<file path="config.mk">
export PLATFORM = sky130hd
export DESIGN_NAME = multicycle_controller
export DESIGN_NICKNAME = d
export VERILOG_FILES = /design/src/rtl/mc_ctrl_pkg.sv /design/src/rtl/cond_unit.sv /design/src/rtl/multicycle_controller.sv
export SDC_FILE = /design/constraint.sdc
export NUM_CORES = 1
export LEC_CHECK = 0
export ABC_AREA = 1
export ABC_CLOCK_PERIOD_IN_PS = 1400
export BUFFER_PORTS_ARGS = -buffer_cell sky130_fd_sc_hd__buf_2
export CORE_MARGIN = 2
export CORE_UTILIZATION = 46
export CTS_BUF_LIST = sky130_fd_sc_hd__clkbuf_8
export CTS_CLUSTER_SIZE = 24
export DETAILED_ROUTE_END_ITERATION = 10
export PLACE_DENSITY_LB_ADDON = 0.2
export SLEW_MARGIN = 20
export SYNTH_ARGS = -nofsm -noshare
export SYNTH_HDL_FRONTEND = slang
export SYNTH_SLANG_ARGS = --single-unit
</file>
<file path="constraint.sdc">
create_clock -name clk -period 1.4 [get_ports clk]
set_clock_uncertainty 0.1 [all_clocks]
set_input_delay 0.07 -clock clk [delete_from_list [all_inputs] [get_ports clk]]
set_output_delay 0.07 -clock clk [all_outputs]
set_load 0.05 [all_outputs]
</file>
<file path="src/rtl/mc_ctrl_pkg.sv">
// Shared encodings for the multicycle controller: FSM states, opcode/cmd fields,
// datapath mux selects and ARM condition codes.
package mc_ctrl_pkg;

  typedef enum logic [3:0] {
    S_FETCH,
    S_DECODE,
    S_MEMADR,
    S_MEMREAD,
    S_MEMWB,
    S_MEMWRITE,
    S_EXECUTER,
    S_EXECUTEI,
    S_ALUWB,
    S_BRANCH
  } mc_state_e;

  localparam logic [1:0] OP_DP  = 2'b00;
  localparam logic [1:0] OP_MEM = 2'b01;
  localparam logic [1:0] OP_BR  = 2'b10;

  localparam logic [3:0] CMD_ADD = 4'b0100;
  localparam logic [3:0] CMD_SUB = 4'b0010;
  localparam logic [3:0] CMD_CMP = 4'b1010;
  localparam logic [3:0] CMD_AND = 4'b0000;
  localparam logic [3:0] CMD_ORR = 4'b1100;

  localparam logic [1:0] ALU_ADD = 2'b00;
  localparam logic [1:0] ALU_SUB = 2'b01;
  localparam logic [1:0] ALU_AND = 2'b10;
  localparam logic [1:0] ALU_ORR = 2'b11;

  localparam logic [1:0] RES_ALUOUT = 2'b00;
  localparam logic [1:0] RES_DATA   = 2'b01;
  localparam logic [1:0] RES_ALU    = 2'b10;

  localparam logic [1:0] SRCB_REG  = 2'b00;
  localparam logic [1:0] SRCB_IMM  = 2'b01;
  localparam logic [1:0] SRCB_FOUR = 2'b10;

  localparam logic [3:0] COND_EQ = 4'b0000;
  localparam logic [3:0] COND_NE = 4'b0001;
  localparam logic [3:0] COND_CS = 4'b0010;
  localparam logic [3:0] COND_CC = 4'b0011;
  localparam logic [3:0] COND_MI = 4'b0100;
  localparam logic [3:0] COND_PL = 4'b0101;
  localparam logic [3:0] COND_VS = 4'b0110;
  localparam logic [3:0] COND_VC = 4'b0111;
  localparam logic [3:0] COND_HI = 4'b1000;
  localparam logic [3:0] COND_LS = 4'b1001;
  localparam logic [3:0] COND_GE = 4'b1010;
  localparam logic [3:0] COND_LT = 4'b1011;
  localparam logic [3:0] COND_GT = 4'b1100;
  localparam logic [3:0] COND_LE = 4'b1101;
  localparam logic [3:0] COND_AL = 4'b1110;

  // Unknown cmds execute as AND; the caller suppresses their register write.
  function automatic logic [1:0] alu_decode(input logic [3:0] cmd);
    case (cmd)
      CMD_ADD: return ALU_ADD;
      CMD_SUB: return ALU_SUB;
      CMD_CMP: return ALU_SUB;
      CMD_ORR: return ALU_ORR;
      default: return ALU_AND;
    endcase
  endfunction

  function automatic logic cmd_legal(input logic [3:0] cmd);
    return (cmd == CMD_ADD) || (cmd == CMD_SUB) || (cmd == CMD_CMP) ||
           (cmd == CMD_AND) || (cmd == CMD_ORR);
  endfunction

endpackage

</file>
<file path="src/rtl/cond_unit.sv">
// NZCV flag register, ARM condition evaluation and the per-instruction
// latched condition result that gates architectural writes.
module cond_unit
  import mc_ctrl_pkg::*;
(
  input  logic       clk,
  input  logic       rst_n,
  input  logic [3:0] Cond,
  input  logic [3:0] ALUFlags,
  input  logic       nz_we_i,
  input  logic       cv_we_i,
  input  logic       latch_en_i,
  output logic [3:0] Flags,
  output logic       CondExReg
);

  logic [3:0] flags_q, flags_d;
  logic       cond_ex_q, cond_ex_d;
  logic       cond_ex;
  logic       n, z, c, v;

  assign {n, z, c, v} = flags_q;

  always_comb begin
    case (Cond)
      COND_EQ: cond_ex = z;
      COND_NE: cond_ex = ~z;
      COND_CS: cond_ex = c;
      COND_CC: cond_ex = ~c;
      COND_MI: cond_ex = n;
      COND_PL: cond_ex = ~n;
      COND_VS: cond_ex = v;
      COND_VC: cond_ex = ~v;
      COND_HI: cond_ex = c & ~z;
      COND_LS: cond_ex = ~c | z;
      COND_GE: cond_ex = (n == v);
      COND_LT: cond_ex = (n != v);
      COND_GT: cond_ex = ~z & (n == v);
      COND_LE: cond_ex = z | (n != v);
      COND_AL: cond_ex = 1'b1;
      default: cond_ex = 1'b0;
    endcase
  end

  always_comb begin
    flags_d = flags_q;
    if (nz_we_i) flags_d[3:2] = ALUFlags[3:2];
    if (cv_we_i) flags_d[1:0] = ALUFlags[1:0];
    cond_ex_d = latch_en_i ? cond_ex : cond_ex_q;
  end

  always_ff @(posedge clk or negedge rst_n) begin
    if (!rst_n) begin
      flags_q   <= 4'b0000;
      cond_ex_q <= 1'b0;
    end else begin
      flags_q   <= flags_d;
      cond_ex_q <= cond_ex_d;
    end
  end

  assign Flags     = flags_q;
  assign CondExReg = cond_ex_q;

endmodule

</file>
<file path="src/rtl/multicycle_controller.sv">
// Moore sequencing FSM for the multicycle ARM-subset datapath.
// Define MC_MEMWAIT_EN to stall FETCH/MEMREAD/MEMWRITE on MemReady.
module multicycle_controller
  import mc_ctrl_pkg::*;
(
  input  logic       clk,
  input  logic       rst_n,
  input  logic [3:0] Cond,
  input  logic [1:0] Op,
  input  logic [5:0] Funct,
  input  logic [3:0] Rd,
  input  logic [3:0] ALUFlags,
  input  logic       MemReady,
  output logic       PCWrite,
  output logic       IRWrite,
  output logic       RegW,
  output logic       MemW,
  output logic       AdrSrc,
  output logic       ALUSrcA,
  output logic [1:0] ALUSrcB,
  output logic [1:0] ResultSrc,
  output logic [1:0] ImmSrc,
  output logic [1:0] RegSrc,
  output logic [1:0] ALUControl,
  output logic [3:0] Flags
);

  mc_state_e  state_q, state_d;
  logic       cond_ex_reg;
  logic       nz_we, cv_we, latch_en;
  logic       mem_ready;
  logic [3:0] cmd;
  logic       i_bit, s_bit, l_bit;
  logic       is_cmp, legal, cv_cmd, in_exec;
  logic       pc_write, ir_write, reg_w, mem_w;

`ifdef MC_MEMWAIT_EN
  assign mem_ready = MemReady;
`else
  logic mem_ready_unused;
  assign mem_ready_unused = MemReady;
  assign mem_ready        = 1'b1;
`endif

  assign cmd    = Funct[4:1];
  assign i_bit  = Funct[5];
  assign s_bit  = Funct[0];
  assign l_bit  = Funct[0];
  assign is_cmp = (cmd == CMD_CMP);
  assign legal  = cmd_legal(cmd);
  assign cv_cmd = (cmd == CMD_ADD) || (cmd == CMD_SUB) || (cmd == CMD_CMP);

  always_comb begin
    state_d = state_q;
    case (state_q)
      S_FETCH:    state_d = mem_ready ? S_DECODE : S_FETCH;
      S_DECODE: begin
        case (Op)
          OP_MEM:  state_d = S_MEMADR;
          OP_DP:   state_d = i_bit ? S_EXECUTEI : S_EXECUTER;
          OP_BR:   state_d = S_BRANCH;
          default: state_d = S_FETCH;
        endcase
      end
      S_MEMADR:   state_d = l_bit ? S_MEMREAD : S_MEMWRITE;
      S_MEMREAD:  state_d = mem_ready ? S_MEMWB : S_MEMREAD;
      S_MEMWB:    state_d = S_FETCH;
      S_MEMWRITE: state_d = mem_ready ? S_FETCH : S_MEMWRITE;
      S_EXECUTER,
      S_EXECUTEI: state_d = is_cmp ? S_FETCH : S_ALUWB;
      S_ALUWB:    state_d = S_FETCH;
      S_BRANCH:   state_d = S_FETCH;
      default:    state_d = S_FETCH;
    endcase
  end

  always_ff @(posedge clk or negedge rst_n) begin
    if (!rst_n) state_q <= S_FETCH;
    else        state_q <= state_d;
  end

  always_comb begin
    pc_write   = 1'b0;
    ir_write   = 1'b0;
    reg_w      = 1'b0;
    mem_w      = 1'b0;
    AdrSrc     = 1'b0;
    ALUSrcA    = 1'b0;
    ALUSrcB    = SRCB_REG;
    ResultSrc  = RES_ALUOUT;
    ALUControl = ALU_ADD;
    case (state_q)
      S_FETCH: begin
        ir_write  = mem_ready;
        pc_write  = mem_ready;
        ALUSrcA   = 1'b1;
        ALUSrcB   = SRCB_FOUR;
        ResultSrc = RES_ALU;
      end
      S_DECODE: begin
        ALUSrcA   = 1'b1;
        ALUSrcB   = SRCB_FOUR;
        ResultSrc = RES_ALU;
      end
      S_MEMADR:   ALUSrcB = SRCB_IMM;
      S_MEMREAD:  AdrSrc  = 1'b1;
      S_MEMWRITE: begin
        AdrSrc = 1'b1;
        mem_w  = cond_ex_reg;
      end
      S_MEMWB: begin
        ResultSrc = RES_DATA;
        reg_w     = cond_ex_reg;
      end
      S_EXECUTER: ALUControl = alu_decode(cmd);
      S_EXECUTEI: begin
        ALUSrcB    = SRCB_IMM;
        ALUControl = alu_decode(cmd);
      end
      // Unknown cmds compute but never retire a register or PC write.
      S_ALUWB: begin
        reg_w    = cond_ex_reg & legal;
        pc_write = cond_ex_reg & legal & (Rd == 4'b1111);
      end
      S_BRANCH: begin
        ALUSrcB   = SRCB_IMM;
        ResultSrc = RES_ALU;
        pc_write  = cond_ex_reg;
      end
      default: ;
    endcase
  end

  // Write strobes are masked asynchronously so nothing retires during reset.
  assign PCWrite = pc_write & rst_n;
  assign IRWrite = ir_write & rst_n;
  assign RegW    = reg_w & rst_n;
  assign MemW    = mem_w & rst_n;

  assign ImmSrc = Op;
  assign RegSrc = {Op == OP_MEM, Op == OP_BR};

  assign in_exec  = (state_q == S_EXECUTER) || (state_q == S_EXECUTEI);
  assign nz_we    = in_exec & cond_ex_reg & s_bit;
  assign cv_we    = nz_we & cv_cmd;
  assign latch_en = (state_q == S_DECODE);

  cond_unit u_cond (
    .clk        (clk),
    .rst_n      (rst_n),
    .Cond       (Cond),
    .ALUFlags   (ALUFlags),
    .nz_we_i    (nz_we),
    .cv_we_i    (cv_we),
    .latch_en_i (latch_en),
    .Flags      (Flags),
    .CondExReg  (cond_ex_reg)
  );

endmodule

</file>
==> results of run 1 <==
==> area by class of cell <==
type | count | area, um^2
clock buffer | 3 | 41.3
clock inverter | 1 | 3.75
fill | 81 | 176
inverter | 27 | 108
multi-input combinational | 107 | 619
sequential | 9 | 231
tap | 25 | 31.3
timing repair buffer | 64 | 515
==> worst paths after layout <==
path | start | endpoint | slack, ns | cells past startpoint
worst max-delay path | state_q[2] | PCWrite | -0.25 | 8
worst min-delay path | ALUFlags[1] | u_cond.Flags[1] | 0.01 | 3
worst max register to register | state_q[3] | u_cond.Flags[1] | -0.14 | 7
worst min register to register | u_cond.Flags[0] | u_cond.Flags[0] | 0.50 | 2
max in group asynchronous | rst_n | u_cond.Flags[1] | 0.53 | 3
min in group asynchronous | rst_n | state_q[0] | 0.32 | 3
==> cell families after synthesis <==
group	after synthesis
AND/OR/NAND/NOR	91
flip-flops	9
AO/OA/AOI/OAI	16
buffers and inverters	30
==> stage by stage <==
| step | setup slack, ns | instance area (um^2) | hold slack [ns] |
|---|---|---|---|
| after floorplan | -0.162 | 892 | -0.326 |
| after global placement | -0.0284 | 1180 | -0.0967 |
| after detailed placement | -0.0715 | 1180 | -0.0913 |
| after CTS | -0.178 | 1430 | 0.00967 |
| after global routing | -0.357 | 1550 | 0.00783 |
| final | -0.245 | 1550 | 0.0109 |
==> power by group through the flow <==
stage	registers, mW	logic (mW)	clock network, mW
CTS	0.465	2.08	0.303
detailed placement	0.460	1.71	0
floorplan	0.582	1.16	0
global route	0.518	2.52	0.325
finish	0.511	2.42	0.312
global placement	0.454	1.69	0
==> critical path: stages (launching register included) <==
cell     delay, ns
dfrtp_1       0.40
inv_2         0.10
nand2_1       0.13
nor2_4        0.17
nand3_2       0.08
nand2_1       0.08
nand2_1       0.06
nand2_2       0.07
buf_8         0.14
==> layer usage <==
layer / vias to the layer above / track usage (%) / wire length, um
met5: - / 0 / 0
met4: 0 / 7.22 / 232
met3: 28 / 7.69 / 368
met2: 111 / 50.7 / 1780
met1: 556 / 37.8 / 1340
li1: 584 / - / -
==> sequential cells by signal, summed over array words and instances (netlist names) <==
register,flops
state_q,4
u_cond.Flags,4
u_cond.CondExReg,1
==> what timing repair did <==
item	in CTS	in global routing
hold endpoints to repair	14	0
gates cloned	0	0
hold buffers	6	0
buffers inserted	2	6
endpoints found under the setup margin	15	19
gates resized for setup	42	30
pin swaps	5	7
==> layout by cell type (no fill, tap or decap), types with 2 or more instances in the layout <==
cell type and n:
dlygate4sd3_1 6, nand3_1 14, a21oi_1 5, buf_4 13
nand2_2 8, dfrtp_2 5, inv_1 19, o21ai_0 4
nor2_2 3, nor3_1 2, clkbuf_8 3, buf_2 28
nand2_1 37, nor2_1 11, inv_2 7, dfrtp_1 4
nor2_4 9, buf_8 7, buf_6 10, o22ai_1 2
==> results.md, run 1 <==
- Power per cell area: ~2100 nW/um^2
- Via count: about 1300
- Synth async-reset ratio: 100%
- Maximum vdd drop: roughly 0.0017 V
- Initial Utilization: about half
- Combinational Power Share: 74.6%
- Setup crit end kind: output pin
- Net Count, Synth: 169
- Final Max Tran Viols: 0
- Vias in the first global route: 1033
- Most frequent cell after synthesis: nand2_1
- Clock Sinks: 9
- TNS Setup: -1.89 ns
- Max_slew headroom: about 63%
- Adder-Cell Fraction of Synth Area: 0%
- Aggregate global-route resource usage: between 20% and 30%
- Largest family of logic cells by synthesized area: simple AND/OR/NAND/NOR gates
- Leakage: roughly 0.8 nW
- Grt ovf: 0
- Hpwl dp: between 1.5 and 2 mm
- Placed Instances: 219
- Post-Syn Area: 843 um^2
- Synth cell count leaders: nand2_1 (45), inv_1 (25), nor2_1 (21)
- Routed wire length: roughly 3.7 mm
- Min-Delay Path Class: in2reg
- Num CTS Buffers: 3
- Core area: between 1500 and 2000 um^2
- Crit path DAT: ~1.5 ns
- Syn Area/Cell: slightly below 6 um^2
- Port Buf Inserts: between 40 and 50
- Finished Core Util: between 80% and 90%
- Sequential share of power: around 16%
- CTS clk-pin slew, worst paths: 0.05 ns
- # setup viols final: 16
- Tmin final: 1.65 ns
- Failing checks: negative setup slack
- Area leader, netlist: dfrtp_1
- Via/cell ratio: 5.42
- Synth Area in XOR/XNOR: 0%
- P_int: 1.45 mW
- WL/cell: roughly 16 um
- Antenna violations before repair: 0
- Number of diodes: 0
- Final Cycle Share: 118%
- H-tree depth: 1
- Global-route wire length before repair: between 4 and 5 mm
- Max Cap Viol: 0
- Hold Vio Cnt, Final: 0
- Post-synth top area share: between 20% and 30%
- Skew-Pair Late Insertion Delay: between 0.2 and 0.25 ns
- CTS tree: done
- Root Driver: clkbuf_8
- Highest Clock Rate: a little over 600 MHz
- Final nets: between 200 and 250
- Distinct cells, synth: 21
- Non-filler instance count after layout: roughly 240
- Clock tree buffer depth: 2
- Clock Power Share: a little under a tenth
- Top FF cell, synth: dfrtp_1
- Mux contribution to synthesized area: 0%
- Register area share after synthesis: a little over a quarter
- Critical Path Fanout Max: 3
- Ys Warns: 0
- Flops & latches, synth: 9
- Switching Fraction: 55.3%
- Total power: 3.24 mW
- Psw: ~1.8 mW
- Remaining antenna violation count: 0
- Status: finished with violations
- Die width: around 47 um
- CP required: 1.23 ns
- Largest net degree at the start of global routing: 10
- Mapped Cells: around 150
- Iter 0 DRT Violations: 81
- Number of flops mapped to enable cells by yosys: 0
- Top Ports: 43
- Die area: 2190 um^2
- Worst slew pin tran: between 0.5 and 0.6 ns
- Synth Area in Compound Gates: 10.4%
- Unrepaired setup endpoints after global routing: true
- P&R area growth vs syn: 83.8%
- Layout cells sized above 1: 48.8%
- RD Place Congestion: roughly 0.84
- Die Ht: between 40 and 50 um
- Dominant cells by area after synthesis: dfrtp_1 (27%), nand2_1 (20%), inv_1 (11%), nor2_1 (9.3%), nand3_1 (8.9%)
- Final worst slack: -0.245 ns
- Post-synthesis simple-gate area fraction: between 40% and 50%
- Initial DRT Pass Iterations: 5
- DRC errors left: 0
- Setup CP Type: reg2out
- Startpoint Class: flip-flop
- Row count: 15
Note: power is estimated with default switching activity, not from simulation.
==> inputs of run 2 (changes only) <==
--- a/config.mk
+++ b/config.mk
@@ -5,15 +5,15 @@
 export SDC_FILE = /design/constraint.sdc
 export NUM_CORES = 1
 export LEC_CHECK = 0
-export ABC_AREA = 1
 export ABC_CLOCK_PERIOD_IN_PS = 1400
 export BUFFER_PORTS_ARGS = -buffer_cell sky130_fd_sc_hd__buf_2
 export CORE_MARGIN = 2
-export CORE_UTILIZATION = 46
+export CORE_UTILIZATION = 47
 export CTS_BUF_LIST = sky130_fd_sc_hd__clkbuf_8
 export CTS_CLUSTER_SIZE = 24
 export DETAILED_ROUTE_END_ITERATION = 10
 export PLACE_DENSITY_LB_ADDON = 0.2
+export SKIP_LAST_GASP = 1
 export SLEW_MARGIN = 20
 export SYNTH_ARGS = -nofsm -noshare
 export SYNTH_HDL_FRONTEND = slang
==> run 2 against run 1 <==
  * The run now fails in 5_1_grt
  * Area after synthesis up 4.3%
  * Synthesized cell count down 26%
==> results.md, run 2 <==
- Row count: 15 (unchanged)
- Clock Sinks: 9 (unchanged)
- Num CTS Buffers: 3 (unchanged)
- Die Ht: 47.3 um (+0.95%)
- Worst-path end type: top-level output
- Most frequent cell after synthesis: dfrtp_1
- Status: did not finish
- Err: [ERROR DPL-0033] detailed placement checks failed during check placement.
- Net Count, Synth: 131 (-22%)
- Top Ports: 43 (unchanged)
- Post-Syn Area: 880 um^2 (+4.3%)
- Flops & latches, synth: 9 (unchanged)
- Hpwl dp: 2.19 mm (+13%)
- Distinct cells, synth: 40 (+90%)
- Post-synth top area share: 25.6% (-1.1 points)
- Antenna violations before repair: 0
- Ys Warns: 0 (unchanged)
- Top FF cell, synth: dfrtp_1
- Synth async-reset ratio: 100% (unchanged)
- Mapped Cells: 108 (-26%)
- Initial Utilization: 50.4% (+1.6 points)
- H-tree depth: 1 (unchanged)
- Dominant cells by area after synthesis: dfrtp_1 (26%), mux2_1 (5.1%), nor2b_1 (5.0%), nor3b_1 (4.3%), mux2i_1 (3.4%)
- Port Buf Inserts: 41 (unchanged)
- Die width: 47.3 um (+0.95%)
- Syn Area/Cell: 8.14 um^2 (+41%)
- Pre-CTS setup slack: -0.274 ns (-0.203 ns)
- Halt Stage: 5_1_grt
- Number of flops mapped to enable cells by yosys: 0 (unchanged)
- Clock tree buffer depth: 2 (unchanged)
- Register area share after synthesis: 25.6% (-1.1 points)
- Synth cell count leaders: dfrtp_1 (9), nand2_1 (8), nor2_1 (8)
- Area leader, netlist: dfrtp_1
- Largest net degree at the start of global routing: 15
- Placed Instances: 188 (-14%)
- RD Place Congestion: 0.845 (+0.18%)
- Worst_ep grt: RegW
- Root Driver: clkbuf_8
[run 2: cells by family after synthesis]
| group | share of synthesized area [%] |
|---|---|
| AND/OR/NAND/NOR | 37.6 |
| AO/OA/AOI/OAI | 19.1 |
| XOR/XNOR | 2.99 |
| buffers and inverters | 6.26 |
| multiplexers | 8.53 |
| flip-flops | 25.6 |
[run 2: per-stage QoR]
step / util [%] / cell area (um^2)
floorplan: - / 1010
detailed placement: 77.0 / 1340
global placement: 77.0 / 1340
CTS: 94.1 / 1640
[run 2: what timing repair did]
item,CTS
pin swaps,12
hold endpoints to repair,13
hold buffers,5
gates resized for setup,43
endpoints found under the setup margin,18
setup buffers,6
==> inputs of run 3 (changes only) <==
--- a/config.mk
+++ b/config.mk
@@ -7,12 +7,10 @@
 export LEC_CHECK = 0
 export ABC_CLOCK_PERIOD_IN_PS = 1400
 export BUFFER_PORTS_ARGS = -buffer_cell sky130_fd_sc_hd__buf_2
-export CORE_MARGIN = 2
-export CORE_UTILIZATION = 47
-export CTS_BUF_LIST = sky130_fd_sc_hd__clkbuf_8
-export CTS_CLUSTER_SIZE = 24
+export CORE_AREA = 2 2 63 65
 export DETAILED_ROUTE_END_ITERATION = 10
-export PLACE_DENSITY_LB_ADDON = 0.2
+export DIE_AREA = 0 0 65 67
+export PLACE_DENSITY_LB_ADDON = 0.15
 export SKIP_LAST_GASP = 1
 export SLEW_MARGIN = 20
 export SYNTH_ARGS = -nofsm -noshare
==> run 3 against run 2 <==
  * The flow now finishes, with violations (negative setup slack)
  * Area after synthesis did not move
  * Synthesized cell count unchanged
==> results.md, run 3 <==
- Status: finished with violations
- Failing checks: negative setup slack
- Largest family of logic cells by synthesized area: simple AND/OR/NAND/NOR gates
- Clock Sinks: 9 (unchanged)
- Setup crit end kind: output pin
- # setup viols final: 16
- Via count: between 1000 and 1500
- Highest Clock Rate: a little under 600 MHz
- Unrepaired setup endpoints after global routing: true
- Post-route cell area: roughly 1700 um^2
- Global-route wire length before repair: between 4 and 5 mm
- Port Buf Inserts: 41 (unchanged)
- Final nets: ~200
- Num CTS Buffers: 3 (unchanged)
- Remaining antenna violation count: 0
- CP max stage cell: dfrtp_1
- Area of the multi-input gates: ~800 um^2
- H-tree depth: 1 (unchanged)
- Critical Path Fanout Max: 4
- Max_slew headroom: between 60% and 70%
- Die width: 65 um (+38%)
- DR top layer: met4
- P_int: roughly 1.8 mW
- Crit path DAT: about 1.5 ns
- Area leader, netlist: dfrtp_1
- Grt ovf: 0
- Layout cells sized above 1: approximately three fifths
- Sequential share of power: ~15%
- Post-Syn Area: 880 um^2 (unchanged)
- Root Driver: clkbuf_8
- Post-synth top area share: 25.6% (unchanged)
- Crit-path cells: nor4bb_2 > nand4_1 > buf_4 > a21boi_4 > buf_6
- Synth cell count leaders: dfrtp_1 (9), nand2_1 (8), nor2_1 (8)
- Post-synthesis simple-gate area fraction: 37.6% (unchanged)
- Tmin final: about 1.7 ns
- Antenna violations before repair: 0
- Hold Vio Cnt, Final: 0
- CTS clk-pin slew, worst paths: 0.05 ns
- Buf/Inv on CP: 2
- Skew-Pair Late Insertion Delay: between 0.2 and 0.25 ns
- Worst Hold Path Cells: 2
- Top FF cell, synth: dfrtp_1
- Syn Area/Cell: 8.14 um^2 (unchanged)
- Routed wire length: between 2 and 3 mm
- Flops & latches, synth: 9 (unchanged)
- Synth Area in Compound Gates: 19.1% (unchanged)
- Number of cells on the critical path: 5
- Leakage: 0.761 nW
- WL/cell: about 13 um
- Delay of the slowest critical-path stage: 0.40 ns
- Die Ht: 67 um (+42%)
- TNS Setup: -2.17 ns
- Number of diodes: 0
- Row count: 22 (+7)
- Clock Power Share: 8.8%
- Switching Fraction: between 40% and 50%
- Hpwl dp: 2.16 mm (-1.2%)
- Iter 0 DRT Violations: 44
- Max Cap Viol: 0
- Net Count, Synth: 131 (unchanged)
- Synth Area in XOR/XNOR: 2.99% (unchanged)
- Cells on worst reg2reg path: 5
- Die area: between 4000 and 5000 um^2
- Vias in the first global route: about 1000
- Setup CP Type: reg2out
- CTS tree: done
- Register area share after synthesis: 25.6% (unchanged)
- Finished Core Util: ~47%
- Number of flops mapped to enable cells by yosys: 0 (unchanged)
- Clock tree buffer depth: 2 (unchanged)
- Core area: between 3000 and 4000 um^2
- Largest net degree at the start of global routing: 15
- Via/cell ratio: about 4.8
- Initial Utilization: 24.4% (-26 points)
- Top Ports: 43 (unchanged)
- Initial DRT Pass Iterations: 4
- Combinational Power Share: between 70% and 80%
- DRC errors left: 0
- Most frequent cell after synthesis: dfrtp_1
- Reg area: around 230 um^2
- Aggregate global-route resource usage: between 10% and 20%
- Min-Delay Path Class: in2reg
- Layout fillers: 354
- CP required: around 1.2 ns
- Most common cell after layout, fill and taps aside: buf_2
- Mapped Cells: 108 (unchanged)
- Mux contribution to synthesized area: 8.53% (unchanged)
- Worst slew pin tran: roughly 0.45 ns
- Most frequent cells in the layout: buf_2 (29), buf_4 (18), buf_6 (14)
- DRT met1 WL: 1.18 mm
- Synth async-reset ratio: 100% (unchanged)
- Met2 wire length: approximately 1.6 mm
- RD Place Congestion: 0.749 (-11%)
- P&R area growth vs syn: 94.2%
- Final Cycle Share: 121%
- Final worst slack: -0.299 ns
- Startpoint Class: flip-flop
- CP delay by family, top: simple AND/OR/NAND/NOR gates
- Maximum vdd drop: roughly 0.00068 V
- Distinct cells, synth: 40 (unchanged)
- Dominant cells by area after synthesis: dfrtp_1 (26%), mux2_1 (5.1%), nor2b_1 (5.0%), nor3b_1 (4.3%), mux2i_1 (3.4%)
- Met3 routed WL: between 150 and 200 um
- Ys Warns: 0 (unchanged)
- Total power: approximately 3.4 mW
- Psw: roughly 1.6 mW
- Adder-Cell Fraction of Synth Area: 0% (unchanged)
- DP Area: 1340 um^2 (-0.65%)
- Power per cell area: slightly below 2000 nW/um^2
- Final Max Tran Viols: 0
[run 3: cell counts after synthesis]
Identical to the previous run, type by type.
[run 3: metrics by stage]
step	worst slack [ns]	hold slack [ns]	instances
after floorplan	-0.134	-0.326	108
after global placement	-0.224	-0.0517	206
after detailed placement	-0.222	-0.0487	206
after CTS	-0.307	0.0298	222
after global routing	-0.390	0.0571	223
final	-0.299	0.0395	223
[run 3: logic make-up after synthesis]
logic type             Yosys count
AO/OA/AOI/OAI                   24
AND/OR/NAND/NOR                 54
flip-flops                       9
buffers and inverters           11
XOR/XNOR                         3
multiplexers                     7
[run 3: routing by layer]
layer	vias to the layer above	track usage, %
li1	521	-
met1	508	16.7
met2	35	24.9
met3	2	3.38
met4	0	2.39
met5	-	0
[run 3: worst paths after layout]
path / start / endpoint / slack, ns
worst max-delay path: state_q[2] / RegW / -0.30
worst min register to register: state_q[0] / state_q[0] / 0.46
worst min-delay path: Op[0] / state_q[3] / 0.04
worst max register to register: state_q[1] / u_cond.Flags[1] / -0.24
min in group asynchronous: rst_n / u_cond.CondExReg / 0.39
max in group asynchronous: rst_n / u_cond.Flags[2] / 0.47
[run 3: area by class of cell]
type	count	share of cell area (%)
sequential	9	13.7
timing repair buffer	71	33.0
multi-input combinational	88	46.5
clock buffer	4	2.64
tap	48	3.52
inverter	3	0.659
[run 3: timing repair]
| action | CTS | global route |
|---|---|---|
| resized for setup | 44 | 15 |
| endpoints found under the setup margin | 18 | 19 |
| endpoints found under the hold margin | 13 | 0 |
| hold buffers | 5 | 0 |
| pin swaps | 12 | 8 |
| buffers inserted | 8 | 2 |
[run 3: power groups by stage]
stage	clock network [mW]	registers, mW	logic, mW
after CTS	0.311	0.484	2.48
after floorplan	0	0.574	1.34
after global routing	0.325	0.528	2.74
after detailed placement	0	0.477	1.96
final	0.300	0.506	2.59
after global placement	0	0.475	1.94
